File: src/rtl/pwm_sine_pkg.sv
// -----------------------------------------------------------------------------
// pwm_sine_pkg
// Shared definitions for the UART-driven sine PWM control block:
//   - command byte codes understood by the frame parser
//   - response codes returned through the UART transmitter
//   - parser state encoding
//   - preset phase-increment table selected by the two board switches
// No ports; imported by pwm_sine_cmd_ctrl and pwm_sine_phase_acc.
// -----------------------------------------------------------------------------
package pwm_sine_pkg;

    // Command bytes (first byte of a 3-byte frame)
    localparam logic [7:0] CMD_FREQ = 8'h46;  // 'F' : set phase increment
    localparam logic [7:0] CMD_AMP  = 8'h41;  // 'A' : set amplitude
    localparam logic [7:0] CMD_EN   = 8'h45;  // 'E' : generator enable
    localparam logic [7:0] CMD_STAT = 8'h53;  // 'S' : read back amplitude

    // Response bytes
    localparam logic [7:0] RSP_ACK  = 8'h06;
    localparam logic [7:0] RSP_NAK  = 8'h15;

    // Width of the preset increment table entries
    localparam int PRESET_W = 16;

    typedef enum logic [2:0] {
        ST_IDLE,
        ST_GOT_CMD,
        ST_GOT_HI,
        ST_EXEC,
        ST_RESP
    } parse_state_t;

    // Preset tone table indexed by {sw_1, sw_0}; each step doubles the pitch.
    function automatic logic [PRESET_W-1:0] preset_inc(input logic [1:0] sel);
        logic [PRESET_W-1:0] val;
        case (sel)
            2'b00:   val = 16'h0040;
            2'b01:   val = 16'h0080;
            2'b10:   val = 16'h0100;
            default: val = 16'h0200;
        endcase
        return val;
    endfunction

endpackage

File: src/rtl/pwm_sine_phase_acc.sv
// -----------------------------------------------------------------------------
// pwm_sine_phase_acc
// Sine phase accumulator. Each PWM period end (step) advances the phase by
// inc, wrapping modulo 2^PHASE_W, and raises sample_req for exactly one cycle
// so the datapath loads the new LUT sample into the PWM compare register.
// While en is low the phase is held at zero and steps are ignored.
//
// Ports
//   clk1        in   1        system clock, rising edge
//   rst         in   1        synchronous active-high reset
//   inc         in   PHASE_W  phase increment applied on each step
//   step        in   1        1-cycle strobe at end of PWM period
//   en          in   1        generator enable
//   phase       out  PHASE_W  accumulator value
//   sample_req  out  1        1-cycle strobe, the cycle after an accepted step
// -----------------------------------------------------------------------------
module pwm_sine_phase_acc #(
    parameter int PHASE_W = 16
) (
    input  logic               clk1,
    input  logic               rst,
    input  logic [PHASE_W-1:0] inc,
    input  logic               step,
    input  logic               en,
    output logic [PHASE_W-1:0] phase,
    output logic               sample_req
);

    logic [PHASE_W-1:0] phase_reg;
    logic               sample_req_reg;

    always_ff @(posedge clk1) begin
        if (rst) begin
            phase_reg      <= '0;
            sample_req_reg <= 1'b0;
        end else if (!en) begin
            // Disabled generator parks the phase at the start of the table
            phase_reg      <= '0;
            sample_req_reg <= 1'b0;
        end else if (step) begin
            // Natural wrap: the carry out of the adder is dropped
            phase_reg      <= phase_reg + inc;
            sample_req_reg <= 1'b1;
        end else begin
            sample_req_reg <= 1'b0;
        end
    end

    assign phase      = phase_reg;
    assign sample_req = sample_req_reg;

endmodule

File: src/rtl/pwm_sine_cmd_ctrl.sv
// -----------------------------------------------------------------------------
// pwm_sine_cmd_ctrl
// Control and sequencing for the UART-driven sine PWM. Parses 3-byte command
// frames (CMD, D_HI, D_LO) from the UART receiver, owns the configuration
// registers (phase increment, amplitude, enable), drives the phase
// accumulator and answers every complete frame through the UART transmitter.
// When no UART frequency override is active the two switches pick a preset tone.
//
// Ports
//   clk1           in   1        system clock, rising edge
//   rst            in   1        synchronous active-high reset
//   rx_data        in   8        byte from UART RX
//   rx_valid       in   1        1-cycle strobe, rx_data valid
//   tx_data        out  8        response byte to UART TX
//   tx_valid       out  1        response pending, held until tx_ready
//   tx_ready       in   1        UART TX accepts byte on tx_valid & tx_ready
//   sw_0, sw_1     in   1        asynchronous preset-select switches
//   pwm_cycle_end  in   1        1-cycle strobe at end of each PWM period
//   phase          out  PHASE_W  accumulator; LUT address = phase[PHASE_W-1 -: 8]
//   amplitude      out  AMP_W    amplitude scale to the sine datapath
//   gen_en         out  1        generator enable
//   sample_req     out  1        1-cycle strobe: load new sample into PWM compare
// -----------------------------------------------------------------------------
module pwm_sine_cmd_ctrl
    import pwm_sine_pkg::*;
#(
    parameter int               PHASE_W  = 16,
    parameter int               AMP_W    = 8,
    parameter logic [AMP_W-1:0] AMP_RST  = 8'h80,
    parameter int               FRAME_TO = 1000
) (
    input  logic               clk1,
    input  logic               rst,
    input  logic [7:0]         rx_data,
    input  logic               rx_valid,
    output logic [7:0]         tx_data,
    output logic               tx_valid,
    input  logic               tx_ready,
    input  logic               sw_0,
    input  logic               sw_1,
    input  logic               pwm_cycle_end,
    output logic [PHASE_W-1:0] phase,
    output logic [AMP_W-1:0]   amplitude,
    output logic               gen_en,
    output logic               sample_req
);

    localparam int           TO_W    = $clog2(FRAME_TO + 1);
    localparam logic [TO_W-1:0] TO_LAST = TO_W'(FRAME_TO - 1);

    // -------------------------------------------------------------------------
    // Switch synchronisers (two flops per switch)
    // -------------------------------------------------------------------------
    logic [1:0] sw_raw;
    logic [1:0] sw_sync;

    assign sw_raw = {sw_1, sw_0};

    generate
        for (genvar gi = 0; gi < 2; gi++) begin : g_sw_sync
            logic meta_reg;
            logic sync_reg;

            always_ff @(posedge clk1) begin
                if (rst) begin
                    meta_reg <= 1'b0;
                    sync_reg <= 1'b0;
                end else begin
                    meta_reg <= sw_raw[gi];
                    sync_reg <= meta_reg;
                end
            end

            assign sw_sync[gi] = sync_reg;
        end
    endgenerate

    // -------------------------------------------------------------------------
    // Frame parser, configuration registers and response
    // -------------------------------------------------------------------------
    parse_state_t        state_reg;
    logic [7:0]          cmd_reg;
    logic [7:0]          hi_reg;
    logic [7:0]          lo_reg;
    logic [TO_W-1:0]     to_cnt_reg;
    logic [7:0]          tx_data_reg;
    logic                tx_valid_reg;
    logic [PHASE_W-1:0]  inc_reg;
    logic                override_reg;
    logic [AMP_W-1:0]    amp_reg;
    logic                gen_en_reg;
    logic [15:0]         data_word;

    assign data_word = {hi_reg, lo_reg};

    always_ff @(posedge clk1) begin
        if (rst) begin
            state_reg    <= ST_IDLE;
            cmd_reg      <= '0;
            hi_reg       <= '0;
            lo_reg       <= '0;
            to_cnt_reg   <= '0;
            tx_data_reg  <= '0;
            tx_valid_reg <= 1'b0;
            inc_reg      <= '0;
            override_reg <= 1'b0;
            amp_reg      <= AMP_RST;
            gen_en_reg   <= 1'b1;
        end else begin
            case (state_reg)
                ST_IDLE: begin
                    if (rx_valid) begin
                        cmd_reg    <= rx_data;
                        to_cnt_reg <= '0;
                        state_reg  <= ST_GOT_CMD;
                    end
                end

                // Inter-byte timeout: the counter restarts on every byte and a
                // stalled frame is dropped silently after FRAME_TO idle cycles.
                ST_GOT_CMD: begin
                    if (rx_valid) begin
                        hi_reg     <= rx_data;
                        to_cnt_reg <= '0;
                        state_reg  <= ST_GOT_HI;
                    end else if (to_cnt_reg == TO_LAST) begin
                        state_reg  <= ST_IDLE;
                    end else begin
                        to_cnt_reg <= to_cnt_reg + TO_W'(1);
                    end
                end

                ST_GOT_HI: begin
                    if (rx_valid) begin
                        lo_reg     <= rx_data;
                        to_cnt_reg <= '0;
                        state_reg  <= ST_EXEC;
                    end else if (to_cnt_reg == TO_LAST) begin
                        state_reg  <= ST_IDLE;
                    end else begin
                        to_cnt_reg <= to_cnt_reg + TO_W'(1);
                    end
                end

                // Bytes arriving in EXEC/RESP are not captured anywhere, so
                // they are dropped rather than queued.
                ST_EXEC: begin
                    case (cmd_reg)
                        CMD_FREQ: begin
                            // A zero increment is the "return to switches" code
                            if (data_word == 16'h0000) begin
                                override_reg <= 1'b0;
                            end else begin
                                inc_reg      <= PHASE_W'(data_word);
                                override_reg <= 1'b1;
                            end
                            tx_data_reg <= RSP_ACK;
                        end
                        CMD_AMP: begin
                            amp_reg     <= AMP_W'(lo_reg);
                            tx_data_reg <= RSP_ACK;
                        end
                        CMD_EN: begin
                            gen_en_reg  <= lo_reg[0];
                            tx_data_reg <= RSP_ACK;
                        end
                        CMD_STAT: begin
                            tx_data_reg <= 8'(amp_reg);
                        end
                        default: begin
                            tx_data_reg <= RSP_NAK;
                        end
                    endcase
                    tx_valid_reg <= 1'b1;
                    state_reg    <= ST_RESP;
                end

                ST_RESP: begin
                    if (tx_ready) begin
                        tx_valid_reg <= 1'b0;
                        state_reg    <= ST_IDLE;
                    end
                end

                default: begin
                    state_reg <= ST_IDLE;
                end
            endcase
        end
    end

    // -------------------------------------------------------------------------
    // Phase accumulator. eff_inc comes straight from the current registers, so
    // an increment written in the same cycle as a step only applies from the
    // following step.
    // -------------------------------------------------------------------------
    logic [PHASE_W-1:0] eff_inc;

    assign eff_inc = override_reg ? inc_reg : PHASE_W'(preset_inc(sw_sync));

    pwm_sine_phase_acc #(
        .PHASE_W (PHASE_W)
    ) u_phase_acc (
        .clk1       (clk1),
        .rst        (rst),
        .inc        (eff_inc),
        .step       (pwm_cycle_end),
        .en         (gen_en_reg),
        .phase      (phase),
        .sample_req (sample_req)
    );

    assign tx_data   = tx_data_reg;
    assign tx_valid  = tx_valid_reg;
    assign amplitude = amp_reg;
    assign gen_en    = gen_en_reg;

endmodule

File: config.mk
export PLATFORM = sky130hd
export DESIGN_NAME = pwm_sine_cmd_ctrl
export DESIGN_NICKNAME = d
export VERILOG_FILES = /design/src/rtl/pwm_sine_pkg.sv /design/src/rtl/pwm_sine_phase_acc.sv /design/src/rtl/pwm_sine_cmd_ctrl.sv
export SDC_FILE = /design/constraint.sdc
export NUM_CORES = 1
export LEC_CHECK = 0
export ABC_CLOCK_PERIOD_IN_PS = 8400
export CORE_AREA = 2 2 109 111
export CTS_CLUSTER_DIAMETER = 150
export DETAILED_ROUTE_END_ITERATION = 6
export DIE_AREA = 0 0 111 113
export PLACE_DENSITY = 0.58
export RECOVER_POWER = 100
export SETUP_SLACK_MARGIN = 0.4
export SYNTH_ARGS = -nofsm -noshare
export SYNTH_HDL_FRONTEND = slang
export SYNTH_SLANG_ARGS = --single-unit
File: constraint.sdc
create_clock -name clk1 -period 8.4 [get_ports clk1]
set_input_delay 1.26 -clock clk1 [delete_from_list [all_inputs] [get_ports clk1]]
set_output_delay 1.26 -clock clk1 [all_outputs]
set_load 0.03 [all_outputs]
After elaboration in Yosys (flattened, before gate mapping):

Index checks and enable logic that the tools add are counted.

* bits in registers: 93

* eq/ne operators: 14
* reductions and logical operators: 18
* bitwise operators: 2
* mux-type cells: 17
* add/subtract/negate cells: 2

Operators by type and width (number)
* $eq 8x7->1 const B: 4
* $mux 10: 3
* $pmux 10 s3: 1
* $pmux 10 s2: 1
* $add 16x16->16: 1
* $logic_not 16->1: 1
* $mux 16: 1
* $pmux 8 s2: 1
* $reduce_and 2->1: 8
* $mux 3: 5
* $pmux 3 s5: 1
* $add 10x1->10 const B: 1
* $eq 10x10->1 const B: 1
* $eq 3x2->1 const B: 2
* $reduce_and 3->1: 2
* $ne 2x2->1 const B: 2
* $reduce_bool 2->1: 2
* $reduce_or 2->1: 2
* $eq 3x1->1 const B: 1
* $eq 3x3->1 const B: 1
* $logic_not 3->1: 1
* $mux 1: 3
* $ne 3x3->1 const B: 1
* $reduce_or 3->1: 1
* other kinds (5): 6

Depth between registers and ports, before layout:

Gate-level depths: netlist of run 1.

* depth in word-level cells: 4
* mapped depth: 11
* mapped depth without buffers: 9

Modules after synthesis:

From an unflattened synthesis of run 1, not the netlist that was laid out.

* cells, all modules: 560
* area, all modules: 4745.8 um^2

By module, submodules not included
* pwm_sine_cmd_ctrl: seq. area each 1521.5 um^2, area each 3240.6 um^2, cells an instance 373, times used 1
* pwm_sine_phase_acc: seq. area each 340.3 um^2, area each 1505.2 um^2, cells an instance 187, times used 1

Worst setup path before layout of run 1:

No wires, ideal clock.

* kind: register to register
* start: register override_reg
* end: register u_phase_acc.phase_reg[12], in the netlist u_phase_acc.phase[12]
* data required time: 8.268 ns
* arrival time: 2.603 ns
* setup slack: 5.665 ns
* cell stages (with the launch flop): 12
* path through: dfxtp_1 -> clkbuf_1 -> clkbuf_1 -> and2_1 -> ha_1 -> fa_1 -> a21o_1 -> a21oi_1 -> o21a_1 -> o211ai_1 -> nand3_1 -> or3b_2

* longest elaborated chain between the ends: 2

RTL lines
* start: declaration: RTL line pwm_sine_cmd_ctrl.sv:89 `logic override_reg;`
* start signal: assignment: RTL line pwm_sine_cmd_ctrl.sv:106 `override_reg <= 1'b0;`
* start signal: assignment: RTL line pwm_sine_cmd_ctrl.sv:152 `override_reg <= 1'b0;`
* start signal: assignment: RTL line pwm_sine_cmd_ctrl.sv:155 `override_reg <= 1'b1;`
* $mux 16: RTL line pwm_sine_cmd_ctrl.sv:199 `assign eff_inc = override_reg ? inc_reg : PHASE_W'(preset_inc(sw_sync));`
* $add 16x16->16: RTL line pwm_sine_phase_acc.sv:42 `phase_reg <= phase_reg + inc;`
* end signal: assignment: RTL line pwm_sine_phase_acc.sv:42
* end: declaration: RTL line pwm_sine_phase_acc.sv:29 `logic [PHASE_W-1:0] phase_reg;`

No other way between the ends.
A chain may end at the register's enable or synchronous reset.

Final worst setup path of run 1:

* start: input rst
* end: register u_phase_acc.phase_reg[12], in the netlist u_phase_acc.phase[12]

* longest elaborated chain between the ends: 1

RTL lines
* start: declaration: RTL line pwm_sine_cmd_ctrl.sv:33 `input logic rst,`
* $reduce_or 2->1 (no line)

No other way between the ends.

==> results of run 1 <==
==> logic make-up after synthesis <==
group                      synth area share [%]
muxes                                      10.6
DFF                                        41.9
buffers and inverters                      3.13
AOI/OAI and AO/OA                          13.6
xor gates and xnor gates                   2.76
and+or+nand+nor                            22.7
adders and majority gates                  5.24
==> per-stage QoR <==
step	power, mW	cell area (sq um)
after floorplan	0.521	4440
after global placement	0.546	5020
after detailed placement	0.548	5020
after CTS	0.973	5330
after global routing	0.993	5320
final	0.960	5320
==> worst max-delay path: stages <==
cell	delay [ns]
sky130_fd_sc_hd__buf_2	0.07
sky130_fd_sc_hd__clkbuf_1	2.05
sky130_fd_sc_hd__nor2b_1	0.68
sky130_fd_sc_hd__nand4_1	0.31
sky130_fd_sc_hd__a21oi_1	0.06
sky130_fd_sc_hd__or3b_2	0.47
==> where the power goes <==
group	internal [mW]	leakage [nW]	switching (mW)
clock	0.242	0.155	0.182
sequential	0.451	0.754	0.0102
combinational	0.0305	1.28	0.0440
total	0.723	2.19	0.236
==> layout by cell type, fill, tap and decap left out, drive strengths merged, types with 8 or more instances in the layout <==
cell	netlist	layout
a21o	8	8
a21oi	43	43
and2	12	12
clkbuf	19	11
clkdlybuf4s50	0	13
dfxtp	93	93
dlygate4sd3	0	35
ha	17	17
inv	10	13
mux2i	47	47
nand2	39	39
nand3	8	8
nand4	9	9
nor2	71	71
nor2b	9	9
nor3	14	14
o21ai	13	13
xnor2	9	9
==> worst max path at each step <==
stage | cells past startpoint | slack (ns) | end | from
detailed placement | 5 | 4.64 | u_phase_acc.phase[14]$_SDFFE_PP0P_ | pwm_cycle_end
global route | 6 | 3.28 | u_phase_acc.phase[12]$_SDFFE_PP0P_ | rst
CTS | 5 | 5.04 | u_phase_acc.phase[14]$_SDFFE_PP0P_ | pwm_cycle_end
finish | 6 | 3.70 | u_phase_acc.phase[12]$_SDFFE_PP0P_ | rst
global placement | 5 | 4.82 | u_phase_acc.phase[14]$_SDFFE_PP0P_ | pwm_cycle_end
floorplan | 11 | 5.66 | u_phase_acc.phase[12]$_SDFFE_PP0P_ | override_reg$_SDFFE_PP0P_
==> routing by layer <==
| metal | global-route usage (%) | vias up | part of all wire, % |
|---|---|---|---|
| met4 | 5.25 | 0 | 1.3 |
| met1 | 20.8 | 1679 | 49 |
| met2 | 27.4 | 74 | 46 |
| met3 | 4.45 | 15 | 3.6 |
| li1 | - | 1855 | - |
| met5 | 0 | - | 0 |
==> cell type report <==
cell class	instances	area, sq um	area share (%)
multi-input cells	375	2440	45.8
clock inverters	6	68.8	1.29
inverters	10	37.5	0.705
well taps	143	179	3.36
clock buffers	10	239	4.49
flip-flops and latches	93	1860	35.0
repair buffers	51	497	9.33
==> load_flow_metrics.sql, run 1 <==
INSERT INTO impl_metrics (metric_group, metric, value, unit) VALUES
('critical_path', 'worst-r2r-setup-slack', '5.51', 'ns'),
('detailed_routing', 'detailroute.via_count', '3623', ''),
('floorplan', 'die_y', '113', 'um'),
('place', 'detailed_place_hpwl', '7320', 'um'),
('detailed_routing', 'wl_per_cell', '14.8', 'um'),
('timing', 'max_freq', '0.213', 'GHz'),
('synth', 'post_syn_instances', '503', ''),
('synth', 'synth_enable_flop_cells', '0', ''),
('finish', 'syn2layout_area_growth', '19.9', '%'),
('grt', 'number_of_global_route_vias_before_repair', '3421', ''),
('clock_network', 'post-cts-setup-buffers', '0', ''),
('synth', 'ys_async_sr_fraction', '0', '%'),
('clock_network', 'clockRootBuffer', 'sky130_fd_sc_hd__clkbuf_16', ''),
('floorplan', 'placementRows', '39', ''),
('synth', 'synth_top_cell_area_share', '41.9', '%'),
('timing', 'endpoints_failing_hold', '0', ''),
('job', 'timing.max_cap.violations', '1', ''),
('outcome', 'violations', 'max-capacitance violations, max-slew violations', ''),
('critical_path', 'worstPathMaxFanout', '70', ''),
('finish', 'fillcell_total', '1105', ''),
('critical_path', 'worst-setup-path-type', 'in -> reg', ''),
('synth', 'synth.yosys.seq_area_share', '41.9', '%'),
('pwr', 'power.density', '180', 'mW/mm^2'),
('clock_network', 'cts_made_buffers', '9', ''),
('clock_network', 'tritoncts', 'done', ''),
('place', 'place.detailed.instances', '672', ''),
('grt', 'initial_antenna_violation_count', '0', ''),
('outcome', 'outcome', 'finished, violations left', ''),
('timing', 'setup_total_negative_slack', '0', 'ns'),
('critical_path', 'critPathCaptureType', 'flip-flop', ''),
('synth', 'synth_area_per_cell', '8.83', 'sq um'),
('detailed_routing', 'via_per_inst', '5.27', ''),
('min_path', 'min_path_cells', '1', ''),
('synth', 'postSynth.topFlopCell', 'sky130_fd_sc_hd__dfxtp_1', ''),
('finish', 'layout.core_utilization', '47.2', '%'),
('critical_path', 'r2r_start', 'override_reg$_SDFFE_PP0P_', ''),
('timing', 'layout_setup_ws', '3.70', 'ns'),
('pwr', 'worst_ir_drop_vdd', '0.112', 'mV'),
('critical_path', 'worstRegToRegCells', '9', ''),
('min_path', 'hold_critical_path_endpoint', 'g_sw_sync[0].sync_reg$_SDFF_PP0_', ''),
('detailed_routing', 'postRouteAntennaNets', '0', ''),
('min_path', 'hold_path.startpoint', 'g_sw_sync[0].meta_reg$_SDFF_PP0_', ''),
('place', 'io_buffers', '49', ''),
('floorplan', 'core_area', '0.0113', 'sq mm'),
('synth', 'yosys_warnings', '0', ''),
('detailed_routing', 'routed_wirelength', '10200', 'um'),
('clock_network', 'post_cts_resized', '0', ''),
('place', 'place_congestion', '0.878', ''),
('clock_network', 'clkSlewWorstSetupHoldPaths', '0.07', 'ns'),
('min_path', 'worst_hold_path_type', 'reg -> reg', ''),
('timing', 'setup-violations-final', '0', ''),
('synth', 'synth_fp_nets', '536', ''),
('pwr', 'p_leak', '2.19', 'nW'),
('finish', 'fin_nets', '573', ''),
('finish', 'instances_no_fill', '688', ''),
('clock_network', 'tritoncts_num_sinks', '93', ''),
('critical_path', 'crit_path_start_kind', 'input port', ''),
('timing', 'final.period_utilization', '55.9', '%'),
('finish', 'n_antenna_cell', '0', ''),
('synth', 'synthDominantAreaCellType', 'sky130_fd_sc_hd__dfxtp_1', ''),
('clock_network', 'cts_max_path_buffers', '2', ''),
('floorplan', 'fp.dieW', '111', 'um'),
('grt', 'grt_first_pass_wirelength', '16700', 'um'),
('clock_network', 'cts.hold.buffers_added', '0', ''),
('critical_path', 'reg2reg_to', 'u_phase_acc.phase[12]$_SDFFE_PP0P_', ''),
('detailed_routing', 'post-route-drc-count', '0', ''),
('timing', 'final.hold.worst_slack', '0.442', 'ns'),
('synth', 'largest_cells_by_area_after_synthesis', 'sky130_fd_sc_hd__dfxtp_1 42%, sky130_fd_sc_hd__mux2i_1 11%, sky130_fd_sc_hd__nor2_1 5.9%', ''),
('timing', 'slew_viol_final', '71', ''),
('detailed_routing', 'drt_pass1_iterations', '4', ''),
('clock_network', 'h-tree-depth', '3', '');
(Power assumes the default switching activity.)
==> run 2, diff against run 1 <==
--- a/config.mk
+++ b/config.mk
@@ -5,7 +5,7 @@
 export SDC_FILE = /design/constraint.sdc
 export NUM_CORES = 1
 export LEC_CHECK = 0
-export ABC_CLOCK_PERIOD_IN_PS = 8400
+export ABC_CLOCK_PERIOD_IN_PS = 4500
 export CORE_AREA = 2 2 109 111
 export CTS_CLUSTER_DIAMETER = 150
 export DETAILED_ROUTE_END_ITERATION = 6
==> constraint.sdc (replaced) <==
create_clock -name clk1 -period 4.5 [get_ports clk1]
set_input_delay 0.675 -clock clk1 [delete_from_list [all_inputs] [get_ports clk1]]
set_output_delay 0.675 -clock clk1 [all_outputs]
set_load 0.03 [all_outputs]
==> run 2 against run 1 <==
Effect of this change: the flow finishes with violations (max-capacitance violations); global-route usage is 0.71 points higher; via count is 1.1% higher; core utilization is 0.20 points lower; final cell count is 0.15% higher; sequential share of layout area is 0.15 points higher; final area is 0.42% lower; non-clock buffer count is 1 higher; critical path depth is 1 lower; setup slack worse by 2.5 ns; routed wire length stayed put; clock power is 86% higher; register-to-register slack worse by 4.3 ns; largest cell class unchanged.
==> load_flow_metrics.sql, run 2 (synthesis results as in run 1) <==
INSERT INTO impl_metrics (metric_group, metric, value, unit) VALUES
('outcome', 'outcome', 'finished, violations left', ''),
('outcome', 'violations', 'max-capacitance violations', ''),
('detailed_routing', 'drt_first_iter_violations', '161', ''),
('finish', 'final_cell_mix', '93 x sky130_fd_sc_hd__dfxtp_1, 71 x sky130_fd_sc_hd__nor2_1, 47 x sky130_fd_sc_hd__mux2i_1, 43 x sky130_fd_sc_hd__a21oi_1, 39 x sky130_fd_sc_hd__nand2_1', ''),
('clock_network', 'cts.hold.buffers_added', '0', ''),
('detailed_routing', 'wl_per_cell', '14.7', 'um'),
('floorplan', 'initial_core_util', '39.4', '%'),
('clock_network', 'clockRootBuffer', 'sky130_fd_sc_hd__clkbuf_16', ''),
('min_path', 'worst_hold_path_type', 'reg -> reg', ''),
('floorplan', 'core_area', '0.0113', 'sq mm'),
('timing', 'setup_total_negative_slack', '0', 'ns'),
('critical_path', 'critPathCaptureType', 'flip-flop', ''),
('detailed_routing', 'postRouteAntennaNets', '0', ''),
('clock_network', 'h-tree-depth', '3', ''),
('place', 'place_congestion', '0.871', ''),
('clock_network', 'post-cts-setup-buffers', '0', ''),
('finish', 'n_antenna_cell', '0', ''),
('detailed_routing', 'drt_pass1_iterations', '4', ''),
('timing', 'slew_viol_final', '0', ''),
('clock_network', 'cts_max_path_buffers', '2', ''),
('floorplan', 'fp.dieW', '111', 'um'),
('pwr', 'power.density', '337', 'mW/mm^2'),
('critical_path', 'worst-setup-path-type', 'reg -> reg', ''),
('clock_network', 'clock_latency_on_the_worst_skew_pair', '0.34', 'ns'),
('clock_network', 'tritoncts', 'done', ''),
('place', 'io_buffers', '49', ''),
('timing', 'unrepaired_setup_endpoints_after_global_routing', 'no', ''),
('detailed_routing', 'detailroute.via_count', '3662', ''),
('clock_network', 'cts_made_buffers', '9', ''),
('timing', 'setup-violations-final', '0', ''),
('timing', 'final_period_minus_worst_setup_slack', '3.32', 'ns'),
('finish', 'fin_nets', '574', ''),
('timing', 'clock-skew-final', '0.00614', 'ns'),
('critical_path', 'timing.critical_path.required', '4.73', 'ns'),
('timing', 'max_freq', '0.302', 'GHz'),
('finish', 'mostFrequentLayoutCell', 'sky130_fd_sc_hd__dfxtp_1', ''),
('finish', 'syn2layout_area_growth', '19.4', '%'),
('place', 'detailed_place_hpwl', '7380', 'um'),
('floorplan', 'placementRows', '39', ''),
('timing', 'endpoints_failing_hold', '0', ''),
('grt', 'globalRouteOverflowTotal', '0', ''),
('detailed_routing', 'post-route-drc-count', '0', ''),
('floorplan', 'die-area', '0.0125', 'sq mm'),
('grt', 'grt_first_pass_wirelength', '17600', 'um'),
('grt', 'grt_start_max_net_pins', '70', ''),
('finish', 'drive_above_1_share', '3.66', '%'),
('critical_path', 'worstPathArrival', '3.55', 'ns'),
('grt', 'number_of_global_route_vias_before_repair', '3566', ''),
('clock_network', 'post_cts_resized', '0', ''),
('clock_network', 'clkSlewWorstSetupHoldPaths', '0.06', 'ns'),
('timing', 'layout_setup_ws', '1.18', 'ns'),
('timing', 'timing_worst_slew_pin_value', '1.46', 'ns'),
('place', 'placement.setup.worst_slack', '1.69', 'ns'),
('grt', 'initial_antenna_violation_count', '0', ''),
('floorplan', 'die_y', '113', 'um'),
('grt', 'grt_use_total', '17.1', '%'),
('timing', 'final.period_utilization', '73.7', '%'),
('critical_path', 'worstPathMaxFanout', '14', ''),
('job', 'timing.max_cap.violations', '1', ''),
('timing', 'worst_slew_margin', '1.63', '%'),
('clock_network', 'tritoncts_num_sinks', '93', ''),
('floorplan', 'num_io_pins', '50', ''),
('critical_path', 'crit_path_start_kind', 'flip-flop', ''),
('pwr', 'worst_ir_drop_vdd', '0.262', 'mV'),
('detailed_routing', 'via_per_inst', '5.31', ''),
('detailed_routing', 'routed_wirelength', '10200', 'um'),
('pwr', 'p_leak', '2.17', 'nW');
[run 2: power by group]
group / internal [mW] / leakage [nW] / switching (mW) / total (mW)
sequential: 0.842 / 0.754 / 0.0188 / 0.860
clock: 0.476 / 0.152 / 0.314 / 0.790
combinational: 0.0558 / 1.27 / 0.0822 / 0.138
total: 1.37 / 2.17 / 0.415 / 1.79
[run 2: path summary, 6_finish.rpt]
check | cells after the start | start | slack [ns] | to
setup / recovery | 5 | state_reg[1]$_SDFFE_PP0P_ | 1.18 | amplitude[7]$_SDFFE_PP1P_
setup reg to reg | 5 | state_reg[1]$_SDFFE_PP0P_ | 1.18 | amplitude[7]$_SDFFE_PP1P_
hold / removal | 1 | g_sw_sync[0].meta_reg$_SDFF_PP0_ | 0.44 | g_sw_sync[0].sync_reg$_SDFF_PP0_
hold reg to reg | 1 | g_sw_sync[0].meta_reg$_SDFF_PP0_ | 0.44 | g_sw_sync[0].sync_reg$_SDFF_PP0_
[run 2: metal layers]
| layer | part of all wire, % | global-route usage (%) |
|---|---|---|
| met2 | 46 | 28.3 |
| met3 | 3.3 | 2.62 |
| met5 | 0 | 0 |
| met4 | 1.6 | 6.25 |
| met1 | 49 | 22.8 |
[run 2: final cells by class]
| cell class | count | area [sq um] |
|---|---|---|
| clock buffer | 13 | 270 |
| clock inverter | 3 | 42.5 |
| fill | 1136 | 5970 |
| inverter | 10 | 37.5 |
| multi-input combinational | 375 | 2410 |
| sequential | 93 | 1860 |
| tap | 143 | 179 |
| timing repair buffer | 52 | 499 |
[run 2: through the flow]
stage          cell area [sq um]  cells  total power [mW]  hold slack [ns]  util (%)
6_report                    5300    689              1.79            0.445      47.0
4_1_cts                     5340    689              1.81            0.456      47.4
3_5_place_dp                5020    673              1.02            0.437      44.6
5_1_grt                     5300    689              1.86            0.465      47.0
3_3_place_gp                5020    673              1.02            0.431      44.6
2_1_floorplan               4440    503             0.972            0.414         -
[run 2: worst max-delay path, stage by stage (launching register included)]
cell	delay [ns]
sky130_fd_sc_hd__dfxtp_1	0.61
sky130_fd_sc_hd__nand3b_1	0.48
sky130_fd_sc_hd__or3_1	0.57
sky130_fd_sc_hd__nor3_1	1.13
sky130_fd_sc_hd__nor2b_1	0.11
sky130_fd_sc_hd__a211o_1	0.31
